`src/rtl/hex_keypad_entry_if.sv`:
```
// Keypad matrix and entry-word signals of hex_keypad_entry.
// The master drives the columns and entry clear; the keypad scanner is the slave.
interface hex_keypad_entry_if;
    logic [3:0]  COL;
    logic        entry_clr;
    logic [3:0]  ROW;
    logic        key_valid;
    logic [3:0]  key_code;
    logic [31:0] entry;

    modport master (
        output COL,
        output entry_clr,
        input  ROW,
        input  key_valid,
        input  key_code,
        input  entry
    );

    modport slave (
        input  COL,
        input  entry_clr,
        output ROW,
        output key_valid,
        output key_code,
        output entry
    );
endinterface

```
`src/rtl/hex_keypad_entry.sv`:
```
// 4x4 active-low hex keypad scanner with debounce and a 32-bit digit entry shift register.
// Define KEY_REPEAT_EN to add auto-repeat while a key stays held.
module hex_keypad_entry #(
    parameter int unsigned SCAN_DIV     = 50000,
    parameter int unsigned DEBOUNCE_CNT = 4,
    parameter int unsigned REPEAT_DLY   = 50,
    parameter int unsigned REPEAT_RATE  = 10
) (
    input  logic               clk,
    input  logic               clr,
    hex_keypad_entry_if.slave  kp
);

    localparam int unsigned DIV_W   = $clog2(SCAN_DIV);
    localparam int unsigned MATCH_W = $clog2(DEBOUNCE_CNT + 1);
    localparam logic [DIV_W-1:0]   DIV_LAST   = DIV_W'(SCAN_DIV - 1);
    localparam logic [MATCH_W-1:0] MATCH_LAST = MATCH_W'(DEBOUNCE_CNT - 1);

    if (SCAN_DIV < 4 || DEBOUNCE_CNT < 1 || REPEAT_DLY < 1 || REPEAT_RATE < 1) begin : g_bad_param
        $error("hex_keypad_entry: parameter out of range");
    end

    typedef enum logic [1:0] {
        SCAN,
        DEBOUNCE,
        HELD
    } state_t;

    state_t             state_q, state_d;
    logic [3:0]         col_meta_q, col_sync_q;
    logic [DIV_W-1:0]   div_q;
    logic [1:0]         row_idx_q, row_idx_d;
    logic [MATCH_W-1:0] match_q, match_d;
    logic [3:0]         pat_q, pat_d;
    logic               key_valid_q, key_valid_d;
    logic [3:0]         key_code_q, key_code_d;
    logic [31:0]        entry_q;
    logic               tick;

`ifdef KEY_REPEAT_EN
    localparam int unsigned REP_MAX = (REPEAT_DLY > REPEAT_RATE) ? REPEAT_DLY : REPEAT_RATE;
    localparam int unsigned REP_W   = $clog2(REP_MAX + 1);
    localparam logic [REP_W-1:0] DLY_LAST  = REP_W'(REPEAT_DLY - 1);
    localparam logic [REP_W-1:0] RATE_LAST = REP_W'(REPEAT_RATE - 1);

    logic [REP_W-1:0] rep_q, rep_d;
    logic             armed_q, armed_d;
`endif

    function automatic logic single_low(input logic [3:0] s);
        return (s == 4'b1110) || (s == 4'b1101) || (s == 4'b1011) || (s == 4'b0111);
    endfunction

    function automatic logic [1:0] low_index(input logic [3:0] s);
        logic [1:0] idx;
        case (s)
            4'b1101: idx = 2'd1;
            4'b1011: idx = 2'd2;
            4'b0111: idx = 2'd3;
            default: idx = 2'd0;
        endcase
        return idx;
    endfunction

    // One row sample per scan period, taken on the last count of the divider.
    assign tick = (div_q == DIV_LAST);

    always_comb begin
        state_d     = state_q;
        row_idx_d   = row_idx_q;
        match_d     = match_q;
        pat_d       = pat_q;
        key_valid_d = 1'b0;
        key_code_d  = key_code_q;
`ifdef KEY_REPEAT_EN
        rep_d       = rep_q;
        armed_d     = armed_q;
`endif
        if (tick) begin
            unique case (state_q)
                SCAN: begin
                    if (single_low(col_sync_q)) begin
                        pat_d = col_sync_q;
                        if (DEBOUNCE_CNT == 1) begin
                            key_valid_d = 1'b1;
                            key_code_d  = {row_idx_q, low_index(col_sync_q)};
                            match_d     = '0;
                            state_d     = HELD;
                        end else begin
                            match_d = MATCH_W'(1);
                            state_d = DEBOUNCE;
                        end
                    end else begin
                        row_idx_d = row_idx_q + 2'd1;
                    end
                end
                DEBOUNCE: begin
                    if (col_sync_q == pat_q) begin
                        if (match_q == MATCH_LAST) begin
                            key_valid_d = 1'b1;
                            key_code_d  = {row_idx_q, low_index(pat_q)};
                            match_d     = '0;
                            state_d     = HELD;
                        end else begin
                            match_d = match_q + MATCH_W'(1);
                        end
                    end else begin
                        match_d   = '0;
                        row_idx_d = row_idx_q + 2'd1;
                        state_d   = SCAN;
                    end
                end
                HELD: begin
                    // Release needs the same run of clean samples as a press.
                    if (col_sync_q == 4'b1111) begin
                        if (match_q == MATCH_LAST) begin
                            match_d   = '0;
                            row_idx_d = row_idx_q + 2'd1;
                            state_d   = SCAN;
                        end else begin
                            match_d = match_q + MATCH_W'(1);
                        end
                    end else begin
                        match_d = '0;
`ifdef KEY_REPEAT_EN
                        if (col_sync_q == pat_q) begin
                            if (armed_q ? (rep_q == RATE_LAST) : (rep_q == DLY_LAST)) begin
                                key_valid_d = 1'b1;
                                rep_d       = '0;
                                armed_d     = 1'b1;
                            end else begin
                                rep_d = rep_q + REP_W'(1);
                            end
                        end
`endif
                    end
                end
                default: state_d = SCAN;
            endcase
        end
`ifdef KEY_REPEAT_EN
        if (state_d == HELD && state_q != HELD) begin
            rep_d   = '0;
            armed_d = 1'b0;
        end
`endif
    end

    always_ff @(posedge clk) begin
        if (clr) begin
            col_meta_q  <= '1;
            col_sync_q  <= '1;
            div_q       <= '0;
            row_idx_q   <= '0;
            state_q     <= SCAN;
            match_q     <= '0;
            pat_q       <= '1;
            key_valid_q <= 1'b0;
            key_code_q  <= '0;
            entry_q     <= '0;
        end else begin
            col_meta_q  <= kp.COL;
            col_sync_q  <= col_meta_q;
            div_q       <= tick ? '0 : div_q + DIV_W'(1);
            row_idx_q   <= row_idx_d;
            state_q     <= state_d;
            match_q     <= match_d;
            pat_q       <= pat_d;
            key_valid_q <= key_valid_d;
            key_code_q  <= key_code_d;
            // Clear has priority over a coincident digit shift.
            if (kp.entry_clr) begin
                entry_q <= '0;
            end else if (key_valid_d) begin
                entry_q <= {entry_q[27:0], key_code_d};
            end
        end
    end

`ifdef KEY_REPEAT_EN
    always_ff @(posedge clk) begin
        if (clr) begin
            rep_q   <= '0;
            armed_q <= 1'b0;
        end else begin
            rep_q   <= rep_d;
            armed_q <= armed_d;
        end
    end
`endif

    assign kp.ROW       = ~(4'b0001 << row_idx_q);
    assign kp.key_valid = key_valid_q;
    assign kp.key_code  = key_code_q;
    assign kp.entry     = entry_q;

endmodule

```
`src/flat_wrapper.sv`:
```
// flat-port wrapper written by rule: the top's interface ports become plain ports
module hex_keypad_entry_flat 
#(
    parameter int unsigned SCAN_DIV     = 50000,
    parameter int unsigned DEBOUNCE_CNT = 4,
    parameter int unsigned REPEAT_DLY   = 50,
    parameter int unsigned REPEAT_RATE  = 10
)
  (clk, clr, kp_COL, kp_entry_clr, kp_ROW, kp_key_valid, kp_key_code, kp_entry);
  hex_keypad_entry_if kp_i ();
  input  logic clk;
  input  logic clr;
  input wire logic [$bits(kp_i.COL)-1:0] kp_COL;
  input wire logic [$bits(kp_i.entry_clr)-1:0] kp_entry_clr;
  output wire logic [$bits(kp_i.ROW)-1:0] kp_ROW;
  output wire logic [$bits(kp_i.key_valid)-1:0] kp_key_valid;
  output wire logic [$bits(kp_i.key_code)-1:0] kp_key_code;
  output wire logic [$bits(kp_i.entry)-1:0] kp_entry;
  assign kp_i.COL = kp_COL;
  assign kp_i.entry_clr = kp_entry_clr;
  assign kp_ROW = kp_i.ROW;
  assign kp_key_valid = kp_i.key_valid;
  assign kp_key_code = kp_i.key_code;
  assign kp_entry = kp_i.entry;
  hex_keypad_entry #(.SCAN_DIV(SCAN_DIV), .DEBOUNCE_CNT(DEBOUNCE_CNT), .REPEAT_DLY(REPEAT_DLY), .REPEAT_RATE(REPEAT_RATE)) u_core (.clk(clk), .clr(clr), .kp(kp_i));
endmodule
```
`config.mk`:
```
export PLATFORM = sky130hd
export DESIGN_NAME = hex_keypad_entry_flat
export DESIGN_NICKNAME = d
export VERILOG_FILES = /design/src/rtl/hex_keypad_entry_if.sv /design/src/rtl/hex_keypad_entry.sv /design/src/flat_wrapper.sv
export SDC_FILE = /design/constraint.sdc
export NUM_CORES = 1
export LEC_CHECK = 0
export CAP_MARGIN = 20
export CORE_ASPECT_RATIO = 0.5
export CORE_MARGIN = 2
export CORE_UTILIZATION = 50
export DETAILED_ROUTE_END_ITERATION = 8
export PLACE_DENSITY = 0.71
export SLEW_MARGIN = 20
export SYNTH_ARGS = -nofsm -noshare
export SYNTH_HDL_FRONTEND = slang
export SYNTH_SLANG_ARGS = --single-unit
```
`constraint.sdc`:
```
create_clock -name clk -period 3.9 [get_ports clk]
set_input_delay 0.39 -clock clk [delete_from_list [all_inputs] [get_ports clk]]
set_output_delay 0.39 -clock clk [all_outputs]
set_load 0.02 [all_outputs]
```
==> results of run 1 <==
[per-layer routing]
metal | GRT usage | wire (µm) | vias to the layer above
li1 | - | - | 1224
met1 | 0.219 | 2670 | 1108
met2 | 0.333 | 2860 | 38
met3 | 0.0680 | 262 | 7
met4 | 0.0784 | 76 | 0
met5 | 0 | 0 | -
[worst register-to-register path, stage by stage (launching register included)]
cell and delay, ns:
sky130_fd_sc_hd__dfxtp_1 0.35, sky130_fd_sc_hd__ha_1 0.22, sky130_fd_sc_hd__and3_1 0.27, sky130_fd_sc_hd__nand4_4 0.19, sky130_fd_sc_hd__or4_2 0.95, sky130_fd_sc_hd__nand2_1 0.19, sky130_fd_sc_hd__a21oi_1 0.08
[sequential cells by signal (all words and copies together) (netlist names), 3 cells and up]
register and flops:
u_core.col_meta_q 4, u_core.div_q 16, u_core.kp.key_code 4, u_core.pat_q 4, u_core.match_q 3, u_core.col_sync_q 4, u_core.kp.entry 32
[final timing paths]
check,endpoint,depth (start not counted),slack [ns],start
min reg2reg,u_core.col_sync_q[2],1,0.41,u_core.col_meta_q[2]
max reg2reg,u_core.kp.entry[15],6,1.51,u_core.div_q[0]
min,u_core.col_sync_q[2],1,0.41,u_core.col_meta_q[2]
max,u_core.kp.entry[15],6,1.51,u_core.div_q[0]
[per-stage QoR]
stage | std cells | setup WS, ns | power (mW) | utilization | instance area [µm²]
2_1_floorplan | 342 | 2.00 | 0.789 | - | 2970
3_3_place_gp | 446 | 1.52 | 0.800 | 0.619 | 3470
3_5_place_dp | 446 | 1.44 | 0.802 | 0.619 | 3470
4_1_cts | 462 | 1.44 | 1.56 | 0.670 | 3760
5_1_grt | 462 | 1.36 | 1.60 | 0.670 | 3760
6_report | 462 | 1.51 | 1.54 | 0.670 | 3760
[synth_stat cells (2+ instances only)]
cell type                  number  area share
sky130_fd_sc_hd__nand2_1       83        0.10
sky130_fd_sc_hd__dfxtp_1       72        0.49
sky130_fd_sc_hd__a21oi_1       40       0.067
sky130_fd_sc_hd__nor2_1        20       0.025
sky130_fd_sc_hd__xnor2_1       12       0.035
sky130_fd_sc_hd__inv_1         11       0.014
sky130_fd_sc_hd__ha_1          10       0.042
sky130_fd_sc_hd__or2_2         10       0.021
sky130_fd_sc_hd__xor2_1         9       0.027
sky130_fd_sc_hd__buf_2          8       0.013
sky130_fd_sc_hd__clkbuf_1       8       0.010
sky130_fd_sc_hd__nand4_1        8       0.017
sky130_fd_sc_hd__and3_1         7       0.015
sky130_fd_sc_hd__nand3_1        5      0.0084
sky130_fd_sc_hd__mux2i_1        4       0.013
sky130_fd_sc_hd__nor3_1         3      0.0051
sky130_fd_sc_hd__a31o_2         2      0.0059
sky130_fd_sc_hd__clkbuf_2       2      0.0034
sky130_fd_sc_hd__nand4b_1       2      0.0059
sky130_fd_sc_hd__nor3b_1        2      0.0051
sky130_fd_sc_hd__nor4_2         2      0.0084
[report_power, final]
group          leakage, nW  switching, mW  total [mW]  internal (mW)
registers            0.582        0.00540       0.748          0.742
logic                0.606         0.0213      0.0379         0.0166
clock network        0.141          0.294       0.756          0.462
total                 1.33          0.321        1.54           1.22
[cell type report]
class,count,area [µm²]
Tap cell,73,91.3
Fill cell,465,1850
Timing Repair Buffer,49,485
Sequential cell,72,1440
Multi-Input combinational cell,240,1410
Inverter,12,45.0
Clock inverter,5,31.3
Clock buffer,11,253
[cells by family (layout without fill, tap and decap cells)]
| logic type | Yosys count | in the layout | share of synthesized area |
|---|---|---|---|
| AOI/OAI and AO/OA | 51 | 51 | 0.0965 |
| adders and majority gates | 10 | 10 | 0.0421 |
| DFF | 72 | 72 | 0.485 |
| xor gates and xnor gates | 21 | 21 | 0.0619 |
| and+or+nand+nor | 154 | 154 | 0.258 |
| muxes | 4 | 4 | 0.0135 |
| buffers and inverters | 30 | 77 | 0.0421 |
==> flow_summary_export.csv, run 1 <==
group,metric,value,unit
setup_path,cp.arrival,2.57,ns
layout,mostFrequentLayoutCell,"sky130_fd_sc_hd__nand2_1",
power_and_ir_drop,peakVddDrop,0.374,mV
sta,setup_violations,0,
die,height_of_the_die,58.5,µm
setup_path,worstSetupPathType,"register to register",
setup_path,end_kind,"register",
hold_path,min-delay-path-class,"register to register",
sta,hold-worst-slack,0.410,ns
sta,clock-skew-final,0.00733,ns
clock_tree,cts_repair_resize_count,0,
sta,timing_worst_slew_pin_value,0.627,ns
setup_path,path_cells,"ha_1 -> and3_1 -> nand4_4 -> or4_2 -> nand2_1 -> a21oi_1",
synthesis,synth_sequential_area_ratio,0.485,
global_routing,maximum_number_of_pins_on_one_net_before_global_route_repair,37,
setup_path,critical_path.slowest_cell,"sky130_fd_sc_hd__or4_2",
clock_tree,clock-root-buffer,"sky130_fd_sc_hd__clkbuf_16",
setup_path,crit_required,4.09,ns
clock_tree,postCtsSetupBuffers,0,
setup_path,worst_path_largest_cell_delay,0.95,ns
die,die-width,113,µm
detailed_routing,drt-initial-drc-count,142,
clock_tree,hold_buffers,0,
setup_path,critical_path.top_delay_family,"simple AND/OR/NAND/NOR gates",
detailed_routing,total_wirelength_of_the_detailed_routed_design,5860,µm
sta,period_needed,2.39,ns
power_and_ir_drop,leakagePower,1.33,nW
setup_path,critical_path.startpoint_type,"register",
synthesis,syn-cell-area,2970,µm²
detailed_routing,drt-wirelength-per-cell,12.7,µm
layout,final_layout_size_suffix_gt1_frac,0.0925,
placed_design,detailed_place_hpwl,4020,µm
clock_tree,clk_slew_on_worst_s_h_paths,0.05,ns
die,io_pins,48,
global_routing,grt_pass1_vias,2237,
global_routing,antenna_found_initial,0,
sta,part_of_the_cycle_the_worst_path_needs,0.612,
outcome,violated_checks,"DRC",
clock_tree,cts-buffers-inserted,9,
detailed_routing,detailed_route_via_count,2377,
setup_path,worst-path-buf-inv,0,
global_routing,total_congestion_overflow,0,
outcome,status,"finished with violations",
clock_tree,number_of_sinks_on_the_clock_net,72,
detailed_routing,ant_nets,0,
sta,final-max-slew-violation-count,0,
global_routing,grt_first_pass_wirelength,9880,µm
synthesis,edff_count_synth,0,
global_routing,aggregate_global_route_resource_usage,0.191,
detailed_routing,routed_via_density,5.15,
die,initial_utilization,0.529,
flow_run,drv.max_cap_violation_count,0,
clock_tree,clk_path_buf_depth,2,
detailed_routing,drt_drc_violations_left,6,
die,core_rows,19,
layout,diodes,0,
layout,finalNetCount,401,
layout,areaGrowthSynthToFinish,26.6,%
clock_tree,ctsHtreeMaxLevel,3,
synthesis,synth_area_per_cell,8.68,µm²
die,die_footprint,6610,µm²
sta,worst_slew_margin_rel,0.582,
placed_design,port_bufs,47,
synthesis,ys_dominant_reg_cell,"sky130_fd_sc_hd__dfxtp_1",
synthesis,synth.net_count,359,
synthesis,post_synth_num_cell_types,43,
synthesis,proportion_of_synthesized_flip_flops_having_asynchronous_set_or_reset,0,
layout,layout_common_cells,"83 x sky130_fd_sc_hd__nand2_1, 72 x sky130_fd_sc_hd__dfxtp_1, 47 x sky130_fd_sc_hd__clkdlybuf4s50_1, 40 x sky130_fd_sc_hd__a21oi_1, 20 x sky130_fd_sc_hd__nor2_1",
sta,setup_repair_after_global_routing_missed_its_margin,"false",
synthesis,post_synth_inst_count,342,
die,core,5610,µm²
clock_tree,clk_latency,0.33,ns
placed_design,routabilityCongestion,0.865,
sta,finalHoldViolCount,0,
sta,max_freq,0.419,GHz
synthesis,synth_seq_cells,72,
synthesis,synthesis.yosys.warnings,0,
detailed_routing,number_of_detailed_route_iterations_in_the_first_pass,6,
clock_tree,cts_tree,"built",
power_and_ir_drop,power_per_cell_area,410,nW/µm²
sta,setup_total_negative_slack,0,ns
setup_path,critical_path.max_fanout,36,
Power figures use the tool's default switching activity.
==> run 2, diff against run 1 <==
==> constraint.sdc (replaced) <==
create_clock -name clk -period 2.25 [get_ports clk]
set_input_delay 0.225 -clock clk [delete_from_list [all_inputs] [get_ports clk]]
set_output_delay 0.225 -clock clk [all_outputs]
set_load 0.02 [all_outputs]
==> flow_summary_export.csv, run 2 (same netlist as run 1, synthesis figures left out) <==
group,metric,value,unit
sta,setup_total_negative_slack,0,ns
setup_path,path_cells,"ha_1 -> and3_2 -> nand4_4 -> or4_1 -> buf_4 -> nand2_1 -> a21oi_1",
clock_tree,cts_tree,"built",
flow_run,drv.max_cap_violation_count,0,
setup_path,critical_path.max_fanout,36,
setup_path,r2r_setup_slack,0.19,ns
layout,largest_register_ffs,32,
hold_path,min-delay-path-class,"register to register",
global_routing,grt_first_pass_wirelength,9780,µm
placed_design,port_bufs,47,
global_routing,antenna_found_initial,0,
layout,areaGrowthSynthToFinish,27.3,%
setup_path,critical_path.startpoint_type,"register",
sta,final-max-slew-violation-count,0,
sta,max_freq,0.485,GHz
clock_tree,clk_slew_on_worst_s_h_paths,0.05,ns
sta,part_of_the_cycle_the_worst_path_needs,0.917,
layout,postLayoutCellArea,3780,µm²
setup_path,worst-path-buf-inv,1,
clock_tree,cts-buffers-inserted,9,
power_and_ir_drop,leakagePower,1.33,nW
setup_path,cp.arrival,2.25,ns
sta,clock-skew-final,0.00404,ns
sta,setup_repair_after_global_routing_missed_its_margin,"false",
layout,diodes,0,
setup_path,crit_required,2.43,ns
die,core_rows,19,
die,die-width,113,µm
die,core,5610,µm²
global_routing,grt_pass1_vias,2191,
setup_path,end_kind,"register",
clock_tree,clk_path_buf_depth,2,
clock_tree,postCtsSetupBuffers,0,
clock_tree,clk_latency,0.33,ns
layout,filler_cell_count,460,
placed_design,routabilityCongestion,0.868,
detailed_routing,drt-wirelength-per-cell,12.5,µm
detailed_routing,detailed_route_via_count,2391,
outcome,status,"finished with violations",
global_routing,gr-usage-met2,0.333,
outcome,violated_checks,"DRC",
layout,mostFrequentLayoutCell,"sky130_fd_sc_hd__nand2_1",
setup_path,critical_path.slowest_cell,"sky130_fd_sc_hd__or4_1",
global_routing,grt-busiest-layer,"met2",
detailed_routing,routed_via_density,5.16,
global_routing,groute.layer.met3.usage,0.0700,
clock_tree,clock-root-buffer,"sky130_fd_sc_hd__clkbuf_16",
global_routing,total_congestion_overflow,0,
setup_path,critical_path.top_delay_family,"simple AND/OR/NAND/NOR gates",
sta,period_needed,2.06,ns
detailed_routing,drt_drc_violations_left,5,
sta,finalHoldViolCount,0,
setup_path,worst_path_largest_cell_delay,0.45,ns
die,io_pins,48,
global_routing,globalRouteMet1Util,0.211,
sta,worst_slew_margin_rel,0.615,
layout,final_layout_size_suffix_gt1_frac,0.0846,
power_and_ir_drop,power_per_cell_area,715,nW/µm²
detailed_routing,ant_nets,0,
layout,finalNetCount,402,
clock_tree,ctsHtreeMaxLevel,3,
die,die_footprint,6610,µm²
clock_tree,number_of_sinks_on_the_clock_net,72,
layout,layout_common_cells,"83 x sky130_fd_sc_hd__nand2_1, 72 x sky130_fd_sc_hd__dfxtp_1, 47 x sky130_fd_sc_hd__clkdlybuf4s50_1, 40 x sky130_fd_sc_hd__a21oi_1, 20 x sky130_fd_sc_hd__nor2_1",
detailed_routing,drt-initial-drc-count,149,
power_and_ir_drop,peakVddDrop,0.687,mV
die,initial_utilization,0.529,
placed_design,detailed_place_hpwl,4010,µm
global_routing,maximum_number_of_pins_on_one_net_before_global_route_repair,37,
global_routing,aggregate_global_route_resource_usage,0.188,
die,height_of_the_die,58.5,µm
sta,setup_violations,0,
detailed_routing,number_of_detailed_route_iterations_in_the_first_pass,8,
sta,timing_worst_slew_pin_value,0.578,ns
detailed_routing,total_wirelength_of_the_detailed_routed_design,5790,µm
placed_design,placement.cell_area,3490,µm²
setup_path,worstSetupPathType,"register to register",
==> run 2: what timing repair did <==
action                                  4_1_cts  5_1_grt
hold buffers                                  0        0
resized for setup                             0        1
endpoints found under the setup margin        0        6
==> run 2: worst register-to-register path, delay by kind of cell (launching register included) <==
kind | cells | cell delay (ns)
fa+ha+maj | 1 | 0.23
buf+inv | 1 | 0.26
compound gates | 1 | 0.07
simple gates | 4 | 1.01
flops | 1 | 0.35
==> run 2: routing by layer <==
| layer | vias up | share of wire |
|---|---|---|
| met5 | - | 0 |
| met4 | 0 | 0.012 |
| met3 | 8 | 0.046 |
| met2 | 43 | 0.49 |
| met1 | 1110 | 0.45 |
| li1 | 1230 | - |
==> run 2: cell type report <==
class	count	area (µm²)	share of cell area
flip-flops and latches	72	1440	0.381
multi-input cells	240	1410	0.374
repair buffers	50	505	0.134
clock buffers	13	240	0.0636
well taps	73	91.3	0.0242
inverters	12	45.0	0.0119
clock inverters	3	42.5	0.0113
==> run 2: metrics by stage <==
stage	total power, mW	hold WS [ns]	instances	util	setup slack (ns)
detailed placement	1.39	0.395	447	0.623	0.161
global route	2.80	0.414	463	0.674	0.0332
floorplan	1.37	0.329	342	-	0.350
CTS	2.74	0.408	463	0.673	0.139
finish	2.70	0.407	463	0.674	0.186
global placement	1.39	0.393	447	0.623	0.264
==> run 2: path summary, 6_finish.rpt <==
check                       startpoint                    to  cells after the start
setup / recovery       u_core.div_q[0]   u_core.kp.entry[22]                      7
hold / removal    u_core.col_meta_q[0]  u_core.col_sync_q[0]                      1
hold reg to reg   u_core.col_meta_q[0]  u_core.col_sync_q[0]                      1
setup reg to reg       u_core.div_q[0]   u_core.kp.entry[22]                      7
==> run 2: power by group <==
| part | internal (mW) | switching (mW) | total (mW) | leakage (nW) |
|---|---|---|---|---|
| registers | 1.29 | 0.00945 | 1.30 | 0.582 |
| clock network | 0.857 | 0.483 | 1.34 | 0.134 |
| logic | 0.0286 | 0.0370 | 0.0656 | 0.612 |
==> run 3, diff against run 2 <==
==> constraint.sdc (replaced) <==
create_clock -name clk -period 2.1 [get_ports clk]
set_input_delay 0.21 -clock clk [delete_from_list [all_inputs] [get_ports clk]]
set_output_delay 0.21 -clock clk [all_outputs]
set_load 0.02 [all_outputs]
==> flow_summary_export.csv, run 3 (same netlist as run 1, synthesis figures left out) <==
group,metric,value,unit
hold_path,min-delay-path-class,"register to register",
detailed_routing,drt_drc_violations_left,6,
sta,clock-skew-final,0.00653,ns
layout,mostFrequentLayoutCell,"sky130_fd_sc_hd__nand2_1",
setup_path,path_cells,"ha_2 -> and3_2 -> nand4_4 -> or4_4 -> buf_8 -> nand2_1 -> a21oi_1",
layout,diodes,0,
hold_path,hold-path-cell-count,1,
sta,setup_repair_after_global_routing_missed_its_margin,"false",
setup_path,cp.arrival,2.17,ns
global_routing,aggregate_global_route_resource_usage,0.203,
sta,final-max-slew-violation-count,0,
sta,part_of_the_cycle_the_worst_path_needs,0.942,
die,die_footprint,6610,µm²
clock_tree,number_of_sinks_on_the_clock_net,72,
clock_tree,clk_slew_on_worst_s_h_paths,0.05,ns
flow_run,drv.max_cap_violation_count,0,
sta,period_needed,1.98,ns
detailed_routing,number_of_detailed_route_iterations_in_the_first_pass,7,
placed_design,port_bufs,47,
sta,worst_slew_margin_rel,0.617,
die,core,5610,µm²
detailed_routing,total_wirelength_of_the_detailed_routed_design,6190,µm
placed_design,detailed_place_hpwl,4260,µm
setup_path,worst-r2r-cell-count,7,
layout,postLayoutCoreUtil,0.682,
layout,ff_latch_area,1440,µm²
layout,largest_register_ffs,32,
sta,finalHoldViolCount,0,
global_routing,maximum_number_of_pins_on_one_net_before_global_route_repair,37,
global_routing,grt_pass1_vias,2267,
die,initial_utilization,0.529,
setup_path,r2r_setup_slack,0.12,ns
clock_tree,cts_tree,"built",
detailed_routing,drt-initial-drc-count,167,
power_and_ir_drop,power_per_cell_area,783,nW/µm²
setup_path,worst-path-buf-inv,1,
setup_path,critical_path.reg2reg.startpoint,"u_core.div_q[0]",
setup_path,worstSetupPathType,"register to register",
setup_path,reg2reg_to,"u_core.kp.entry[3]",
die,die-width,113,µm
layout,final_layout_size_suffix_gt1_frac,0.100,
detailed_routing,detailed_route_via_count,2414,
sta,timing_worst_slew_pin_value,0.574,ns
global_routing,antenna_found_initial,0,
layout,layout_common_cells,"83 x sky130_fd_sc_hd__nand2_1, 72 x sky130_fd_sc_hd__dfxtp_1, 47 x sky130_fd_sc_hd__clkdlybuf4s50_1, 40 x sky130_fd_sc_hd__a21oi_1, 20 x sky130_fd_sc_hd__nor2_1",
sta,max_freq,0.505,GHz
setup_path,critical_path.slowest_cell,"sky130_fd_sc_hd__or4_4",
detailed_routing,ant_nets,0,
die,io_pins,48,
sta,hold-worst-slack,0.405,ns
clock_tree,hold_buffers,0,
setup_path,critical_path.max_fanout,36,
layout,number_of_cells_in_the_finished_layout_apart_from_fillers,463,
placed_design,routabilityCongestion,0.841,
die,height_of_the_die,58.5,µm
placed_design,dpl.cell_count,448,
layout,area_occupied_by_multi_input_gates,1420,µm²
setup_path,end_kind,"register",
clock_tree,ctsHtreeMaxLevel,3,
layout,areaGrowthSynthToFinish,28.9,%
setup_path,critical_path.startpoint_type,"register",
sta,setup_violations,0,
sta,setup_total_negative_slack,0,ns
detailed_routing,drt-wirelength-per-cell,13.4,µm
layout,filler_cell_count,461,
hold_path,hold_end,"u_core.col_sync_q[3]",
global_routing,total_congestion_overflow,0,
hold_path,hold_path_startpoint,"u_core.col_meta_q[3]",
clock_tree,clock-root-buffer,"sky130_fd_sc_hd__clkbuf_16",
setup_path,worst_path_largest_cell_delay,0.46,ns
setup_path,critical_path.top_delay_family,"simple AND/OR/NAND/NOR gates",
power_and_ir_drop,finalPower,3.00,mW
clock_tree,clk_path_buf_depth,2,
detailed_routing,routed_via_density,5.21,
setup_path,crit_required,2.29,ns
outcome,status,"finished with violations",
outcome,violated_checks,"DRC",
die,core_rows,19,
global_routing,grt_first_pass_wirelength,10300,µm
power_and_ir_drop,leakagePower,1.35,nW
clock_tree,cts-buffers-inserted,9,
layout,finalNetCount,403,
clock_tree,clk_latency,0.33,ns
power_and_ir_drop,peakVddDrop,0.767,mV
clock_tree,postCtsSetupBuffers,0,
-- run 3: cell count changes in the layout (fill, tap and decap cells not counted), sizes merged --
| cell | before | now |
|---|---|---|
| buf | 3 | 4 |
| clkinv | 2 | 1 |
-- run 3: report_power, final --
part	internal (mW)	leakage (nW)	total (mW)	switching, mW
Clock	1.01	0.148	1.54	0.528
Combinational	0.0315	0.622	0.0712	0.0397
Sequential	1.38	0.582	1.39	0.0102
Total	2.42	1.35	3.00	0.578
-- run 3: timing repair --
action	4_1_cts	5_1_grt
endpoints found under the setup margin	0	42
resized for setup	0	6
endpoints found under the hold margin	0	0
-- run 3: how the worst max path moves through the flow --
stage / start / end / slack [ns] / cells after the start
global placement: u_core.div_q[0] / u_core.state_q[0] / 0.11 / 6
detailed placement: u_core.div_q[0] / u_core.state_q[0] / 0.05 / 6
floorplan: u_core.div_q[0] / u_core.kp.entry[0] / 0.20 / 8
finish: u_core.div_q[0] / u_core.kp.entry[3] / 0.12 / 7
CTS: u_core.div_q[0] / u_core.kp.entry[3] / 0.006 / 7
global route: u_core.div_q[0] / u_core.row_idx_q[0] / 0.006 / 6
-- run 3: worst reg2reg max path, stage by stage, from the launching register on --
cell,delay [ns]
sky130_fd_sc_hd__dfxtp_1,0.36
sky130_fd_sc_hd__ha_2,0.22
sky130_fd_sc_hd__and3_2,0.24
sky130_fd_sc_hd__nand4_4,0.18
sky130_fd_sc_hd__or4_4,0.46
sky130_fd_sc_hd__buf_8,0.19
sky130_fd_sc_hd__nand2_1,0.11
sky130_fd_sc_hd__a21oi_1,0.07
-- run 3: final cells by class --
cell class,count,area share
Sequential cell,72,0.377
Multi-Input combinational cell,240,0.371
Tap cell,73,0.0239
Clock inverter,2,0.00981
Clock buffer,13,0.0706
Inverter,12,0.0118
Timing Repair Buffer,51,0.136
-- run 3: routing by layer --
layer | track usage | up-vias | wire length (µm)
met1 | 0.228 | 1125 | 2710
met2 | 0.359 | 44 | 3030
li1 | - | 1237 | -
met3 | 0.0772 | 8 | 354
met5 | 0 | - | 0
met4 | 0.0784 | 0 | 91
-- run 3: metrics by stage --
step                      instance area (µm²)  worst slack [ns]
after global routing                     3830           0.00575
final                                    3830             0.121
after detailed placement                 3500            0.0473
after CTS                                3810           0.00607
after floorplan                          2970             0.200
after global placement                   3500             0.106
